--- config.mk ---
export PLATFORM = sky130hd
export DESIGN_NAME = cpu_wb_master
export DESIGN_NICKNAME = d
export VERILOG_FILES = /design/src/rtl/cpu_wb_master.sv
export SDC_FILE = /design/constraint.sdc
export NUM_CORES = 1
export LEC_CHECK = 0
export ABC_AREA = 1
export CORE_ASPECT_RATIO = 1.25
export CORE_MARGIN = 10
export CORE_UTILIZATION = 49
export CTS_CLUSTER_DIAMETER = 80
export DETAILED_ROUTE_END_ITERATION = 12
export GPL_ROUTABILITY_DRIVEN = 0
export GPL_TIMING_DRIVEN = 0
export PLACE_DENSITY = 0.79
export SYNTH_ARGS = -nofsm -noshare
export SYNTH_HDL_FRONTEND = slang
export SYNTH_SLANG_ARGS = --single-unit
export TNS_END_PERCENT = 100
--- constraint.sdc ---
create_clock -name clk -period 2 [get_ports clk]
set_input_delay 0.3 -clock clk [delete_from_list [all_inputs] [get_ports clk]]
set_output_delay 0.3 -clock clk [all_outputs]
set_load 0.02 [all_outputs]
--- src/rtl/cpu_wb_master.sv ---
// Bridge from the multi-cycle CPU memory port to a single-beat Wishbone classic master.
// One bus cycle per CPU request, with lane steering, timeout abort and sticky error capture.
module cpu_wb_master #(
    parameter int unsigned TIMEOUT  = 255,
    parameter logic [31:0] ERR_DATA = 32'hDEAD_BEEF
) (
    input  logic        clk,
    input  logic        rst_n,
    input  logic        cpu_req,
    input  logic        cpu_we,
    input  logic [31:0] cpu_addr,
    input  logic [1:0]  cpu_size,
    input  logic        cpu_signed,
    input  logic [31:0] cpu_wdata,
    output logic [31:0] cpu_rdata,
    output logic        cpu_ready,
    output logic [31:0] m_adr_o,
    output logic [31:0] m_dat_o,
    input  logic [31:0] m_dat_i,
    output logic [3:0]  m_sel_o,
    output logic        m_we_o,
    output logic        m_stb_o,
    output logic        m_cyc_o,
    input  logic        m_ack_i,
    input  logic        err_clr,
    output logic        err_flag,
    output logic [1:0]  err_code,
    output logic [31:0] err_addr
);

    typedef enum logic [1:0] {
        ST_IDLE = 2'd0,
        ST_BUS  = 2'd1,
        ST_HOLD = 2'd2
    } state_t;

    localparam logic [15:0] CNT_LAST = 16'(TIMEOUT - 32'd1);

    function automatic logic is_misaligned(input logic [1:0] size, input logic [1:0] off);
        case (size)
            2'd0:    is_misaligned = 1'b0;
            2'd1:    is_misaligned = off[0];
            default: is_misaligned = (off != 2'b00);
        endcase
    endfunction

    function automatic logic [3:0] lane_sel(input logic [1:0] size, input logic [1:0] off);
        case (size)
            2'd0:    lane_sel = 4'b0001 << off;
            2'd1:    lane_sel = off[1] ? 4'b1100 : 4'b0011;
            default: lane_sel = 4'b1111;
        endcase
    endfunction

    function automatic logic [31:0] lane_rep(input logic [1:0] size, input logic [31:0] wdata);
        case (size)
            2'd0:    lane_rep = {4{wdata[7:0]}};
            2'd1:    lane_rep = {2{wdata[15:0]}};
            default: lane_rep = wdata;
        endcase
    endfunction

    // Lane is shifted down to bit 0 before extension, so byte/half share one path.
    function automatic logic [31:0] load_align(input logic [1:0] size, input logic sgn,
                                               input logic [1:0] off, input logic [31:0] dat);
        logic [31:0] sh;
        sh = dat >> {off, 3'b000};
        case (size)
            2'd0:    load_align = sgn ? {{24{sh[7]}}, sh[7:0]} : {24'h00_0000, sh[7:0]};
            2'd1:    load_align = sgn ? {{16{sh[15]}}, sh[15:0]} : {16'h0000, sh[15:0]};
            default: load_align = dat;
        endcase
    endfunction

    state_t      state_q, state_d;
    logic [15:0] cnt_q, cnt_d;
    logic [31:0] addr_q, addr_d;
    logic [1:0]  size_q, size_d;
    logic        sgn_q, sgn_d;
    logic [31:0] rdata_q, rdata_d;
    logic        ready_q, ready_d;
    logic [31:0] adr_q, adr_d;
    logic [31:0] dat_q, dat_d;
    logic [3:0]  sel_q, sel_d;
    logic        we_q, we_d;
    logic        stb_q, stb_d;
    logic        cyc_q, cyc_d;
    logic        eflag_q, eflag_d;
    logic [1:0]  ecode_q, ecode_d;
    logic [31:0] eaddr_q, eaddr_d;
    logic        new_err_s;
    logic [1:0]  new_code_s;
    logic [31:0] new_addr_s;

    // Next-state logic for the request/bus/hold sequencer and error capture.
    always_comb begin
        state_d    = state_q;
        cnt_d      = cnt_q;
        addr_d     = addr_q;
        size_d     = size_q;
        sgn_d      = sgn_q;
        rdata_d    = rdata_q;
        ready_d    = ready_q;
        adr_d      = adr_q;
        dat_d      = dat_q;
        sel_d      = sel_q;
        we_d       = we_q;
        stb_d      = stb_q;
        cyc_d      = cyc_q;
        new_err_s  = 1'b0;
        new_code_s = 2'b00;
        new_addr_s = 32'h0000_0000;

        case (state_q)
            ST_IDLE: begin
                if (cpu_req) begin
                    if (is_misaligned(cpu_size, cpu_addr[1:0])) begin
                        rdata_d    = ERR_DATA;
                        ready_d    = 1'b1;
                        new_err_s  = 1'b1;
                        new_code_s = 2'b10;
                        new_addr_s = cpu_addr;
                        state_d    = ST_HOLD;
                    end else begin
                        addr_d  = cpu_addr;
                        size_d  = cpu_size;
                        sgn_d   = cpu_signed;
                        adr_d   = {cpu_addr[31:2], 2'b00};
                        sel_d   = lane_sel(cpu_size, cpu_addr[1:0]);
                        dat_d   = lane_rep(cpu_size, cpu_wdata);
                        we_d    = cpu_we;
                        stb_d   = 1'b1;
                        cyc_d   = 1'b1;
                        cnt_d   = 16'd0;
                        state_d = ST_BUS;
                    end
                end else begin
                    ready_d = 1'b0;
                end
            end
            ST_BUS: begin
                // Ack is checked first so a same-cycle ack beats the timeout.
                if (m_ack_i) begin
                    stb_d   = 1'b0;
                    cyc_d   = 1'b0;
                    rdata_d = we_q ? 32'h0000_0000 : load_align(size_q, sgn_q, addr_q[1:0], m_dat_i);
                    ready_d = 1'b1;
                    state_d = ST_HOLD;
                end else if (cnt_q == CNT_LAST) begin
                    stb_d      = 1'b0;
                    cyc_d      = 1'b0;
                    rdata_d    = ERR_DATA;
                    ready_d    = 1'b1;
                    new_err_s  = 1'b1;
                    new_code_s = 2'b01;
                    new_addr_s = addr_q;
                    state_d    = ST_HOLD;
                end else begin
                    cnt_d = cnt_q + 16'd1;
                end
            end
            ST_HOLD: begin
                if (!cpu_req) begin
                    ready_d = 1'b0;
                    cnt_d   = 16'd0;
                    state_d = ST_IDLE;
                end else begin
                    ready_d = 1'b1;
                end
            end
            default: begin
                stb_d   = 1'b0;
                cyc_d   = 1'b0;
                ready_d = 1'b0;
                state_d = ST_IDLE;
            end
        endcase

        if (new_err_s && (!eflag_q || err_clr)) begin
            eflag_d = 1'b1;
            ecode_d = new_code_s;
            eaddr_d = new_addr_s;
        end else if (err_clr) begin
            eflag_d = 1'b0;
            ecode_d = 2'b00;
            eaddr_d = eaddr_q;
        end else begin
            eflag_d = eflag_q;
            ecode_d = ecode_q;
            eaddr_d = eaddr_q;
        end
    end

    // State and registered outputs; async reset drops the bus cycle immediately.
    always_ff @(posedge clk or negedge rst_n) begin
        if (!rst_n) begin
            state_q <= ST_IDLE;
            cnt_q   <= 16'd0;
            addr_q  <= 32'h0000_0000;
            size_q  <= 2'd0;
            sgn_q   <= 1'b0;
            rdata_q <= 32'h0000_0000;
            ready_q <= 1'b0;
            adr_q   <= 32'h0000_0000;
            dat_q   <= 32'h0000_0000;
            sel_q   <= 4'b0000;
            we_q    <= 1'b0;
            stb_q   <= 1'b0;
            cyc_q   <= 1'b0;
            eflag_q <= 1'b0;
            ecode_q <= 2'b00;
            eaddr_q <= 32'h0000_0000;
        end else begin
            state_q <= state_d;
            cnt_q   <= cnt_d;
            addr_q  <= addr_d;
            size_q  <= size_d;
            sgn_q   <= sgn_d;
            rdata_q <= rdata_d;
            ready_q <= ready_d;
            adr_q   <= adr_d;
            dat_q   <= dat_d;
            sel_q   <= sel_d;
            we_q    <= we_d;
            stb_q   <= stb_d;
            cyc_q   <= cyc_d;
            eflag_q <= eflag_d;
            ecode_q <= ecode_d;
            eaddr_q <= eaddr_d;
        end
    end

    assign cpu_rdata = rdata_q;
    assign cpu_ready = ready_q;
    assign m_adr_o   = adr_q;
    assign m_dat_o   = dat_q;
    assign m_sel_o   = sel_q;
    assign m_we_o    = we_q;
    assign m_stb_o   = stb_q;
    assign m_cyc_o   = cyc_q;
    assign err_flag  = eflag_q;
    assign err_code  = ecode_q;
    assign err_addr  = eaddr_q;

endmodule

==> metrics.txt <==
Initial Utilization 0.496; initial antenna violation count 1; post-route minimum period roughly 1.9 ns; Num CTS Buffers 17; Tightest Hold Check Type primary input to flip-flop; dpl hpwl ~21,000 um; delay-heaviest family, CP buffers and inverters; CP Capture Type primary output; Synth async-reset ratio 1.00; via count 8,639; number of port buffers 241; max cap viols 0; synthesized area between 8000 and 9000 sq um; drt initial violations between 800 and 900; Final nets approximately 1,500; Post-synth EDFFs 0; Yosys top cell area share 0.462; area occupied by multi-input gates around 3600 sq um; Fillers about 1,500; IO Pins about 240; dpl cells 1,608; Worst Max-Slew Pin Slew roughly 0.61 ns; Setup Fix Bufs, Post-CTS 0; syn avg cell area about 7.5 sq um; Final setup violation count 0; ANT nets after route 0; number of synthesized register bits ~160; register area 3980 sq um; share of cells above drive strength 1 0.104; Arr. time, crit path approximately 1.6 ns; Reg clk slew, reported paths ~0.070 ns; Synth Area in Adders 0.00291; CTS Buffer Depth 2; wire length per cell 17.2 um; Root Buffer clkbuf_16; Sink Count approximately 160; cell taking the most area after synthesis dfrtp_1; Die H 168 um; H-tree depth 4; Top FF cell, synth dfrtp_1; Clk Latency, worst-skew pair 0.44 ns; portion of netlist area occupied by mux cells 0; Peak VDD IR just over 800 uV; power density cells 1320 nW/um^2; main combinational cell family by area after synthesis simple AND/OR/NAND/NOR gates; TritonCTS clock tree yes; first-pass GRT wire length approximately 46,000 um; Setup Total Neg Slack 0 ns; unrepaired setup endpoints after global routing false; crit start category flip-flop; most common cell after layout, fill and taps aside nand2_1; vias per cell between 5 and 6; leading post-synthesis cells by cell area dfrtp_1 46%, nand2_1 15%, o21ai_0 6.1%; Buf+Inv Stages, Crit Path 2; grt ovf 0; largest net degree at the start of global routing 82; fin crit share 0.944; most frequent cells in the layout 339 x nand2_1, 240 x clkdlybuf4s50_1, 158 x dfrtp_1; core box area about 17,000 sq um; Cells after Synth approximately 1,100; non-filler cells, final approximately 1,600; CP max FO 3; Initial DRT Pass Iterations 5; FP Rows 54; CP required between 1.5 and 2 ns; max-slew violations 0; endpoints failing hold 0; simple-gate share of the synthesized area 0.272; internal reg-to-reg setup slack between 0.1 and 0.15 ns; crit-path cells buf_4 > clkdlybuf4s50_1; Post-Synth XOR/XNOR Area 0.00407; final worst clock skew ~0.011 ns; die area 23,300 sq um; Lkg Pwr 5.92 nW; global router's overall resource usage 0.243; drt drc 0; Die X 139 um; Synth Area in Compound Gates 0.133; highest clock rate ~530 MHz; WL final around 28,000 um; Layout area overhead 39.5%; synth unique cells 37; Max-slew headroom 0.592; CP Class flip-flop to primary output; sequential area share after synthesis 0.462; Max stage delay on crit path ~0.63 ns; Yosys warning count 0; status complete, no violations; Worst path slowest cell clkdlybuf4s50_1; vias in the first global route between 8,000 and 9,000
==> flip-flops by register name, summed over array words and instances, names as in the netlist <==
name and flops:
addr_q 31, state_q 2, m_dat_o 32, err_flag 1, m_we_o 1, cpu_rdata 32, m_cyc_o 1, cnt_q 16
err_addr 32, sgn_q 1, err_code 2, cpu_ready 1, m_adr_o 1, size_q 2, m_sel_o 4
==> worst paths after layout <==
kind	end	cells past startpoint	start
setup / recovery	m_adr_o[12]	2	addr_q[12]
hold / removal	m_dat_o[16]	3	cpu_wdata[16]
setup reg to reg	cpu_rdata[17]	10	cnt_q[0]
hold reg to reg	err_code[0]	2	err_code[0]
max in group asynchronous	size_q[1]	3	rst_n
min in group asynchronous	err_addr[12]	2	rst_n
==> cell usage after synthesis, types with 6 or more instances <==
library cell / number
a2bb2oi_1: 8
dfrtp_1: 159
o211ai_1: 9
nor3_1: 6
o21ai_0: 105
buf_2: 23
inv_2: 7
o21ai_1: 16
a21oi_1: 51
nand4_1: 36
nand3_1: 83
a21oi_2: 9
inv_1: 132
nor2_1: 50
clkbuf_1: 25
buf_4: 42
nand2_1: 339
==> what timing repair did <==
action	CTS	global route
resized for setup	1	11
pin swaps	0	1
endpoints found under the hold margin	78	0
setup endpoints to repair	10	61
hold buffers	1	0
cloned	0	0
==> report_power, final <==
group	internal, W	switching (W)
combinational	0.00326	0.00413
clock	0.00211	0.00141
sequential	0.00428	0.000707
total	0.00964	0.00625
==> cell type report <==
| class | count | share of cell area |
|---|---|---|
| Sequential cell | 159 | 0.331 |
| Antenna cell | 1 | 0.000208 |
| Inverter | 139 | 0.0434 |
| Timing Repair Buffer | 243 | 0.204 |
| Buffer | 94 | 0.0478 |
| Clock buffer | 17 | 0.0354 |
| Clock inverter | 15 | 0.0174 |
| Tap cell | 224 | 0.0233 |
| Multi-Input combinational cell | 750 | 0.297 |
==> worst reg2reg max path: stages (launching register included) <==
cell and delay, ns:
dfrtp_2 0.46, inv_1 0.08, ha_1 0.16, nand2_1 0.09, nor2_4 0.20, nand2_1 0.15
nand2_4 0.12, nand3_4 0.13, clkbuf_4 0.22, nand2_1 0.07, nand2_1 0.05
==> through the flow <==
step	util	hold WS [ns]	power (W)	area [sq um]	setup WS [ns]
3_5_place_dp	0.653	0.326	0.0124	11300	-0.514
5_1_grt	0.692	0.441	0.0168	12000	0.000668
4_1_cts	0.690	0.416	0.0159	12000	0.0248
2_1_floorplan	-	0.00441	0.00901	8620	0.447
3_3_place_gp	0.651	0.457	0.0122	11300	-5.93
6_report	0.692	0.423	0.0159	12000	0.111
==> kinds of logic after synthesis <==
logic type                 Yosys count
AOI/OAI and AO/OA                  206
xor gates and xnor gates             4
adders and majority gates            2
buffers and inverters              233
DFF                                159
other                                1
and+or+nand+nor                    536
==> per-layer routing <==
layer	track usage	wire (um)
met1	0.276	10800
met2	0.406	14200
met3	0.0799	2290
met4	0.112	1040
met5	0	0
Power figures use the tool's default switching activity.
